File: config.mk
export PLATFORM = sky130hd
export DESIGN_NAME = exp_golomb_decoder_flat
export DESIGN_NICKNAME = d
export VERILOG_FILES = /design/src/rtl/exp_golomb_decoder_if.sv /design/src/rtl/exp_golomb_decoder.sv /design/src/flat_wrapper.sv
export SDC_FILE = /design/constraint.sdc
export NUM_CORES = 1
export LEC_CHECK = 0
export CORE_MARGIN = 5
export CORE_UTILIZATION = 45
export DETAILED_ROUTE_END_ITERATION = 8
export PLACE_DENSITY_LB_ADDON = 0.2
export SETUP_SLACK_MARGIN = 0.1
export SYNTH_ARGS = -nofsm -noshare
export SYNTH_HDL_FRONTEND = slang
export SYNTH_SLANG_ARGS = --single-unit
File: constraint.sdc
create_clock -name clk -period 6.52 [get_ports clk]
set_clock_uncertainty 0.15 [all_clocks]
set_input_delay 1.63 -clock clk [delete_from_list [all_inputs] [get_ports clk]]
set_output_delay 1.63 -clock clk [all_outputs]
set_load 0.01 [all_outputs]
File: src/rtl/exp_golomb_decoder_if.sv
// Buffer-side and symbol-side signal bundle for the Exp-Golomb decoder.
//   win, level     : bit window (win[0] oldest) and fill level from the bit buffer
//   pop            : bits the decoder consumes from the buffer this cycle
//   sym_valid/ready: valid/ready handshake for a decoded symbol
//   sym            : decoded symbol value
//   error          : sticky prefix-overflow flag
// master = decoder side, slave = buffer/consumer side.
interface exp_golomb_decoder_if #(
  parameter int WINDOW      = 8,
  parameter int POP_WIDTH   = 3,
  parameter int LEVEL_WIDTH = 4,
  parameter int VALUE_WIDTH = 16
);
  logic [WINDOW-1:0]      win;
  logic [LEVEL_WIDTH-1:0] level;
  logic [POP_WIDTH-1:0]   pop;
  logic                   sym_valid;
  logic                   sym_ready;
  logic [VALUE_WIDTH-1:0] sym;
  logic                   error;

  modport master (
    input  win, level, sym_ready,
    output pop, sym_valid, sym, error
  );

  modport slave (
    output win, level, sym_ready,
    input  pop, sym_valid, sym, error
  );
endinterface

File: src/rtl/exp_golomb_decoder.sv
// Order-0 Exp-Golomb decoder sitting directly behind a variable-length bit
// buffer. Each cycle it looks at the usable part of the buffer window, drives
// a combinational pop count back to the buffer, and walks a PREFIX -> SUFFIX
// -> OUT sequence, spreading long codes across several cycles. An oversize
// prefix parks the block in ERROR until reset.
// Ports:
//   clk, rst : clock, synchronous active-high reset
//   bus      : exp_golomb_decoder_if master (win/level in, pop out,
//              sym/sym_valid out with sym_ready in, sticky error out)
module exp_golomb_decoder #(
  parameter int WINDOW      = 8,
  parameter int POP_WIDTH   = 3,
  parameter int LEVEL_WIDTH = 4,
  parameter int MAX_PREFIX  = 15,
  parameter int VALUE_WIDTH = 16
) (
  input  logic                 clk,
  input  logic                 rst,
  exp_golomb_decoder_if.master bus
);

  localparam int POP_MAX = (1 << POP_WIDTH) - 1;
  localparam int KW      = $clog2(MAX_PREFIX + 1) + 1;
  // k + (bits examined) can exceed MAX_PREFIX by up to POP_MAX before the
  // overflow is detected, so sums are formed at this wider width.
  localparam int SW      = KW + POP_WIDTH;
  localparam int IW      = (WINDOW > 1) ? $clog2(WINDOW) : 1;

  typedef enum logic [1:0] {
    S_PREFIX,
    S_SUFFIX,
    S_OUT,
    S_ERROR
  } state_t;

  state_t                 state, state_n;
  logic [KW-1:0]          k, k_n;
  logic [KW-1:0]          rem, rem_n;
  logic [VALUE_WIDTH-1:0] acc, acc_n;
  logic [VALUE_WIDTH-1:0] sym_r, sym_n;

  logic [WINDOW-1:0]      win;
  logic [LEVEL_WIDTH-1:0] level;
  logic [POP_WIDTH-1:0]   u;
  logic                   found;
  logic [POP_WIDTH-1:0]   z;
  logic [POP_WIDTH-1:0]   n;
  logic [POP_MAX-1:0]     chunk;
  logic [IW-1:0]          idx;
  logic [VALUE_WIDTH-1:0] acc_shift;
  logic [VALUE_WIDTH-1:0] sym_val;
  logic [SW-1:0]          kz;
  logic [SW-1:0]          ku;
  logic [POP_WIDTH-1:0]   pop_c;

  assign win   = bus.win;
  assign level = bus.level;

  // Window analysis: usable bit count, first-one scan, suffix chunk.
  always_comb begin
    u         = '0;
    found     = 1'b0;
    z         = '0;
    n         = '0;
    chunk     = '0;
    idx       = '0;

    if (int'(level) > POP_MAX) u = POP_WIDTH'(POP_MAX);
    else                       u = POP_WIDTH'(level);

    // Scan downward so the lowest-index (oldest) one wins.
    for (int i = POP_MAX - 1; i >= 0; i--) begin
      if (i < int'(u) && win[i]) begin
        found = 1'b1;
        z     = POP_WIDTH'(i);
      end
    end

    if (SW'(u) < SW'(rem)) n = u;
    else                   n = POP_WIDTH'(rem);

    // Bit-reverse win[n-1:0] so the oldest suffix bit becomes the chunk MSB.
    for (int j = 0; j < POP_MAX; j++) begin
      if (j < int'(n)) begin
        idx      = IW'(int'(n) - 1 - j);
        chunk[j] = win[idx];
      end
    end

    acc_shift = (acc << n) | VALUE_WIDTH'(chunk);
    sym_val   = (VALUE_WIDTH'(1) << k) - VALUE_WIDTH'(1) + acc_shift;
  end

  always_comb begin
    state_n = state;
    k_n     = k;
    rem_n   = rem;
    acc_n   = acc;
    sym_n   = sym_r;
    pop_c   = '0;
    kz      = SW'(k) + SW'(z);
    ku      = SW'(k) + SW'(u);

    unique case (state)
      S_PREFIX: begin
        if (found) begin
          pop_c = z + POP_WIDTH'(1);
          k_n   = KW'(kz);
          if (kz > SW'(MAX_PREFIX)) begin
            state_n = S_ERROR;
          end else if (kz == '0) begin
            sym_n   = '0;
            state_n = S_OUT;
          end else begin
            rem_n   = KW'(kz);
            state_n = S_SUFFIX;
          end
        end else begin
          // All examined bits are prefix zeros (u == 0 simply holds).
          pop_c = u;
          k_n   = KW'(ku);
          if (ku > SW'(MAX_PREFIX)) state_n = S_ERROR;
        end
      end

      S_SUFFIX: begin
        pop_c = n;
        acc_n = acc_shift;
        rem_n = rem - KW'(n);
        if (rem == KW'(n)) begin
          sym_n   = sym_val;
          state_n = S_OUT;
        end
      end

      S_OUT: begin
        if (bus.sym_ready) begin
          k_n     = '0;
          rem_n   = '0;
          acc_n   = '0;
          state_n = S_PREFIX;
        end
      end

      S_ERROR: begin
      end

      default: state_n = S_PREFIX;
    endcase

    // The buffer shares this reset, so nothing may be consumed during it.
    if (rst) pop_c = '0;
  end

  always_ff @(posedge clk) begin
    if (rst) begin
      state <= S_PREFIX;
      k     <= '0;
      rem   <= '0;
      acc   <= '0;
      sym_r <= '0;
    end else begin
      state <= state_n;
      k     <= k_n;
      rem   <= rem_n;
      acc   <= acc_n;
      sym_r <= sym_n;
    end
  end

  assign bus.pop       = pop_c;
  assign bus.sym_valid = (state == S_OUT);
  assign bus.error     = (state == S_ERROR);
  assign bus.sym       = sym_r;

endmodule
File: src/flat_wrapper.sv
// flat-port wrapper written by rule: the top's interface ports become plain ports
module exp_golomb_decoder_flat 
#(
  parameter int WINDOW      = 8,
  parameter int POP_WIDTH   = 3,
  parameter int LEVEL_WIDTH = 4,
  parameter int MAX_PREFIX  = 15,
  parameter int VALUE_WIDTH = 16
)
  (clk, rst, bus_win, bus_level, bus_sym_ready, bus_pop, bus_sym_valid, bus_sym, bus_error);
  exp_golomb_decoder_if #(.WINDOW(WINDOW), .POP_WIDTH(POP_WIDTH), .LEVEL_WIDTH(LEVEL_WIDTH), .VALUE_WIDTH(VALUE_WIDTH)) bus_i ();
  input  logic clk;
  input  logic rst;
  input wire logic [$bits(bus_i.win)-1:0] bus_win;
  input wire logic [$bits(bus_i.level)-1:0] bus_level;
  input wire logic [$bits(bus_i.sym_ready)-1:0] bus_sym_ready;
  output wire logic [$bits(bus_i.pop)-1:0] bus_pop;
  output wire logic [$bits(bus_i.sym_valid)-1:0] bus_sym_valid;
  output wire logic [$bits(bus_i.sym)-1:0] bus_sym;
  output wire logic [$bits(bus_i.error)-1:0] bus_error;
  assign bus_i.win = bus_win;
  assign bus_i.level = bus_level;
  assign bus_i.sym_ready = bus_sym_ready;
  assign bus_pop = bus_i.pop;
  assign bus_sym_valid = bus_i.sym_valid;
  assign bus_sym = bus_i.sym;
  assign bus_error = bus_i.error;
  exp_golomb_decoder #(.WINDOW(WINDOW), .POP_WIDTH(POP_WIDTH), .LEVEL_WIDTH(LEVEL_WIDTH), .MAX_PREFIX(MAX_PREFIX), .VALUE_WIDTH(VALUE_WIDTH)) u_core (.clk(clk), .rst(rst), .bus(bus_i));
endmodule
==> results of run 1 <==
## timing repair
item,CTS,global route
endpoints found under the setup margin,1,10
gates resized for setup,4,26
hold buffers,0,0
setup buffers,5,0
pin swaps,5,14
## worst max-delay path: stages
cell and delay [ns]:
clkdlybuf4s50_1 0.54, o41ai_1 0.50, nand2_1 0.12, a31oi_2 0.32
ha_1 0.23, a311oi_1 0.09, a21o_1 0.16, a22oi_1 0.18
nor2_1 0.07, clkdlybuf4s50_1 0.48
## cell usage after synthesis, types with 4 or more instances
library cell / instances
a22oi_1: 7
o211ai_1: 5
nand3b_1: 5
nor2_1: 43
nor3_1: 8
a2bb2oi_1: 9
nand2b_1: 5
buf_2: 8
mux4_1: 4
a211oi_1: 4
nor2b_1: 11
clkbuf_1: 17
o21ai_0: 19
a21oi_1: 44
xor2_1: 6
fa_1: 4
and3_1: 4
dfxtp_1: 44
a21o_1: 9
nand3_1: 23
inv_1: 47
o22ai_1: 7
nand2_1: 63
o21a_1: 4
a31oi_1: 4
xnor2_1: 14
mux2i_1: 48
ha_1: 52
## how the worst max path moves through the flow
stage	slack [ns]	end	depth (start not counted)	start
3_5_place_dp	-0.27	u_core.bus.sym[11]$_SDFFE_PP0P_	24	bus_level[3]
3_3_place_gp	-0.10	u_core.bus.sym[11]$_SDFFE_PP0P_	26	bus_level[3]
2_1_floorplan	0.11	u_core.bus.sym[14]$_SDFFE_PP0P_	25	bus_level[3]
4_1_cts	0.11	u_core.bus.sym[11]$_SDFFE_PP0P_	26	bus_level[3]
6_report	0.41	bus_pop[2]	10	bus_level[0]
5_1_grt	0.19	bus_pop[2]	10	bus_level[0]
## power by group through the flow
| stage | sequential (mW) | combinational, mW | clock, mW |
|---|---|---|---|
| floorplan | 0.363 | 1.96 | 0 |
| global placement | 0.370 | 2.75 | 0 |
| detailed placement | 0.370 | 2.77 | 0 |
| CTS | 0.365 | 2.96 | 0.230 |
| global route | 0.373 | 3.43 | 0.243 |
| finish | 0.365 | 3.13 | 0.226 |
## sequential cells by signal (all words and copies together), names as in the netlist
name            flops
u_core.rem          5
u_core.k            5
u_core.acc         16
u_core.state        2
u_core.bus.sym     16
## cell type report
type	count	area (um2)	area share [%]
Clock buffer	5	68.8	1.22
Clock inverter	3	46.3	0.821
Inverter	49	186	3.31
Multi-Input combinational cell	445	3460	61.4
Sequential cell	44	881	15.6
Tap cell	133	166	2.95
Timing Repair Buffer	96	831	14.7
## cell families after synthesis
logic type | Yosys count | synth area share, %
compound gates | 135 | 19.6
xor+xnor | 21 | 4.38
fa+ha+maj | 56 | 16.2
buf+inv | 77 | 6.92
flops | 44 | 19.5
mux | 58 | 15.1
simple gates | 175 | 18.4
## layer usage
metal | vias to the layer above | GRT usage [%] | part of all wire, %
met5 | - | 0 | 0
met4 | 0 | 3.52 | 0.86
met3 | 9 | 2.97 | 4.3
met2 | 103 | 36.7 | 47
met1 | 2017 | 28.6 | 48
li1 | 2160 | - | -
==> results.sh, run 1 <==
export IMPL_status="finished, final reports clean"
export IMPL_ys_seq_area_share_pct=19.5
export IMPL_maxSlewViolCount=0
export IMPL_ys_ff_latch=44
export IMPL_syn2layout_area_growth_pct=24.8
export IMPL_worstHoldPathType="reg -> reg"
export IMPL_p_clk_share_pct=6.1
export IMPL_hold_end="u_core.bus.sym[14]$_SDFFE_PP0P_"
export IMPL_dieArea_um2=12100
export IMPL_period_share_pct=93.7
export IMPL_vias=4289
export IMPL_power_density_nw_per_um2=659
export IMPL_r2r_start="u_core.rem[2]$_SDFFE_PP0P_"
export IMPL_tightest_slew_ns=0.578
export IMPL_path_max_fanout=6
export IMPL_grt_max_degree=39
export IMPL_crit_arrival_ns=4.33
export IMPL_place_gp_congestion=0.894
export IMPL_avgSynthCellArea_um2=7.98
export IMPL_synth_top_area_share_pct=19.5
export IMPL_fin_crit_ns=6.11
export IMPL_wire_per_inst_um=16.0
export IMPL_reg2reg_depth=25
export IMPL_grt_pass1_vias=4347
export IMPL_drt_pass1_iter_count=5
export IMPL_start_util_pct=46.2
export IMPL_ctsHtreeMaxLevel=2
export IMPL_internal_power_mw=2.03
export IMPL_numCtsBuffers=5
export IMPL_critPathKind="in -> out"
export IMPL_gr_usage_all_layers_pct=21.2
export IMPL_synthArstFlopShare_pct=0
export IMPL_final_area_um2=5640
export IMPL_rsz0062_at_grt="false"
export IMPL_nNetsFinal=712
export IMPL_power_switching_share_pct=45.3
export IMPL_ioPinCount=36
export IMPL_cap_violations=0
export IMPL_slew_headroom_pct=61.5
export IMPL_fillers=933
export IMPL_netlist_area_um2=4520
export IMPL_syn_num_nets=637
export IMPL_final_common_cell="nand2_1"
export IMPL_ys_flop_type="dfxtp_1"
export IMPL_leakage_nw=2.45
export IMPL_drt_vias_per_instance=5.53
export IMPL_fmax_ghz=0.164
export IMPL_drive_gt1_share_pct=17.6
export IMPL_dp_hpwl_um=9470
export IMPL_core_area_um2=9770
export IMPL_ys_top_cells_by_area="dfxtp_1, ha_1, mux2i_1, nand2_1, a21oi_1"
export IMPL_num_rows=36
export IMPL_hold_violations=0
export IMPL_yosysWarnings=0
export IMPL_clockBufferDepth=2
export IMPL_clockRootBuffer="clkbuf_8"
export IMPL_insertion_delay_ns=0.32
export IMPL_synth_edf_count=0
export IMPL_grt_pass1_wl_um=20700
export IMPL_clk_pin_slew_ns=0.09
export IMPL_holdWs_ns=0.309
export IMPL_drc=0
export IMPL_r2r_end="u_core.bus.sym[7]$_SDFFE_PP0P_"
export IMPL_total_power_mw=3.72
export IMPL_hold_path_depth=2
export IMPL_stdcell_count=775
export IMPL_finalSetupViolations=0
export IMPL_wl_um=12400
export IMPL_combPwrFrac_pct=84.1
export IMPL_antenna_found_initial=0
export IMPL_cts_tree="built"
export IMPL_final_cell_mix="nand2_1, buf_4, mux2i_1, ha_1, inv_1"
export IMPL_diodes=0
export IMPL_p_seq_share_pct=9.8
export IMPL_p_sw_mw=1.69
export IMPL_die_h_um=110
export IMPL_max_vdd_ir_drop_v=0.000420
export IMPL_dieWidth_um=110
export IMPL_drt_iter0_drc=210
export IMPL_grt_overflow_total=0
export IMPL_placed_area_um2=5370
export IMPL_end_kind="output pin"
export IMPL_fin_util_pct=57.7
export IMPL_post_synth_num_cell_types=64
export IMPL_dpl_cell_count=762
export IMPL_cp_required_ns=4.74
export IMPL_setup_ws_ns=0.410
export IMPL_ant_nets=0
export IMPL_port_buffers=35
export IMPL_synthCells=566
export IMPL_clock_sinks=44
export IMPL_reg2reg_slack_ns=1.66
export IMPL_hp_start="u_core.bus.sym[14]$_SDFFE_PP0P_"
export IMPL_tns_ns=0
export IMPL_yosysTopAreaCell="dfxtp_1"
export IMPL_dp_slack_ns=-0.272
export IMPL_cp_start_kind="primary input"
(Power assumes the default switching activity.)
==> run 2, diff against run 1 <==
- CTS_CLUSTER_SIZE: not set -> 30
==> results of run 2 <==
Final layout, timing and power as in run 1 (identical DEF).
==> run 3, diff against run 2 <==
- CORE_ASPECT_RATIO: not set -> 1.5
- GPL_ROUTABILITY_DRIVEN: not set -> 1
==> results.sh, run 3 (same netlist as run 1, synthesis figures left out) <==
export IMPL_antenna_found_initial=0
export IMPL_gr_usage_all_layers_pct=20.8
export IMPL_final_cell_mix="nand2_1, buf_4, ha_1"
export IMPL_finalSetupViolations=0
export IMPL_numCtsBuffers=5
export IMPL_drc=0
export IMPL_syn2layout_area_growth_pct=24.3
export IMPL_drive_gt1_share_pct=16.3
export IMPL_diodes=0
export IMPL_cp_required_ns=4.74
export IMPL_cts_tree="built"
export IMPL_ioPinCount=36
export IMPL_ctsHoldBuffers=0
export IMPL_drt_pass1_iter_count=4
export IMPL_reg2reg_slack_ns=1.79
export IMPL_hold_path_depth=2
export IMPL_path_max_fanout=6
export IMPL_regArea_um2=881
export IMPL_port_buffers=35
export IMPL_wire_per_inst_um=16.4
export IMPL_critPathLaunch="bus_level[0]"
export IMPL_stdcell_count=760
export IMPL_wl_met3_um=507
export IMPL_power_density_nw_per_um2=650
export IMPL_r2r_end="u_core.bus.sym[11]$_SDFFE_PP0P_"
export IMPL_critPathKind="in -> out"
export IMPL_num_rows=44
export IMPL_slew_headroom_pct=59.0
export IMPL_rsz0062_at_grt="false"
export IMPL_dieWidth_um=91.8
export IMPL_dpl_cell_count=750
export IMPL_dp_hpwl_um=9850
export IMPL_place_gp_congestion=0.888
export IMPL_fin_crit_ns=6.14
export IMPL_tightest_slew_ns=0.615
export IMPL_fillers=920
export IMPL_insertion_delay_ns=0.29
export IMPL_clockBufferDepth=2
export IMPL_clk_pin_slew_ns=0.06
export IMPL_fin_util_pct=57.6
export IMPL_leakage_nw=2.48
export IMPL_cp_start_kind="primary input"
export IMPL_wl_met1_um=5270
export IMPL_crit_path_end="bus_pop[2]"
export IMPL_drt_vias_per_instance=5.70
export IMPL_period_share_pct=94.2
export IMPL_r2r_start="u_core.rem[2]$_SDFFE_PP0P_"
export IMPL_status="finished, final reports clean"
export IMPL_wl_um=12500
export IMPL_worstHoldPathType="reg -> reg"
export IMPL_core_area_um2=9740
export IMPL_grt_overflow_total=0
export IMPL_grt_pass1_vias=4531
export IMPL_clockRootBuffer="clkbuf_16"
export IMPL_end_kind="output pin"
export IMPL_reg2reg_depth=24
export IMPL_max_vdd_ir_drop_v=0.000516
export IMPL_ant_nets=0
export IMPL_drt_iter0_drc=197
export IMPL_maxSlewViolCount=0
export IMPL_total_power_mw=3.65
export IMPL_die_h_um=133
export IMPL_cap_violations=0
export IMPL_dieArea_um2=12200
export IMPL_nNetsFinal=715
export IMPL_clock_sinks=44
export IMPL_top_layer_used="met4"
export IMPL_vias=4333
export IMPL_fmax_ghz=0.163
export IMPL_grt_max_degree=36
export IMPL_start_util_pct=46.4
export IMPL_routed_wl_met2_um=6330
export IMPL_hold_violations=0
export IMPL_multiInputGateArea_um2=3390
export IMPL_crit_arrival_ns=4.36
export IMPL_ctsHtreeMaxLevel=2
export IMPL_grt_pass1_wl_um=21100
==> run 3: routing by layer <==
metal  global-route usage (%)  up-vias
li1                         -     2171
met1                     24.0     2042
met2                     37.7      101
met3                     3.41       19
met4                     8.43        0
met5                        0        -
==> run 3: per-stage QoR <==
step / hold WS [ns] / instance area (um2) / setup slack [ns] / setup TNS (ns)
floorplan: 0.294 / 4560 / 0.111 / 0
global placement: 0.290 / 5380 / -0.170 / -0.758
detailed placement: 0.297 / 5380 / -0.257 / -1.47
CTS: 0.309 / 5560 / 0.106 / 0
global route: 0.316 / 5610 / 0.147 / 0
finish: 0.305 / 5610 / 0.376 / 0
==> run 3: how the worst min path moves through the flow <==
stage,startpoint,to
final,u_core.bus.sym[6]$_SDFFE_PP0P_,u_core.bus.sym[6]$_SDFFE_PP0P_
after global routing,u_core.bus.sym[8]$_SDFFE_PP0P_,u_core.bus.sym[8]$_SDFFE_PP0P_
after CTS,u_core.bus.sym[10]$_SDFFE_PP0P_,u_core.bus.sym[10]$_SDFFE_PP0P_
after detailed placement,u_core.bus.sym[13]$_SDFFE_PP0P_,u_core.bus.sym[13]$_SDFFE_PP0P_
after global placement,u_core.bus.sym[8]$_SDFFE_PP0P_,u_core.bus.sym[8]$_SDFFE_PP0P_
after floorplan,u_core.acc[5]$_SDFFE_PP0P_,u_core.acc[5]$_SDFFE_PP0P_
==> run 3: critical path, stage by stage <==
cell,delay [ns]
clkdlybuf4s50_1,0.54
o41ai_1,0.49
nand2_1,0.09
a31oi_1,0.38
ha_1,0.24
a311oi_1,0.09
a21o_1,0.16
a22oi_1,0.19
nor2_1,0.06
clkdlybuf4s50_1,0.48
==> run 3: area by class of cell <==
cell class / count / area share (%)
well taps: 115 / 2.56
clock inverters: 2 / 0.624
multi-input cells: 445 / 60.4
inverters: 49 / 3.32
clock buffers: 6 / 2.30
flip-flops and latches: 44 / 15.7
repair buffers: 99 / 15.1
==> run 3: where the power goes <==
part	internal [mW]	total, mW	switching, mW	leakage [nW]
logic	1.51	2.99	1.48	2.04
clock network	0.180	0.289	0.108	0.0808
registers	0.318	0.368	0.0499	0.356
==> run 3: timing repair <==
action / 4_1_cts / 5_1_grt
gates cloned: 0 / 0
pin swaps: 1 / 4
gates resized for setup: 3 / 14
setup endpoints to repair: 4 / 12
setup buffers: 0 / 2
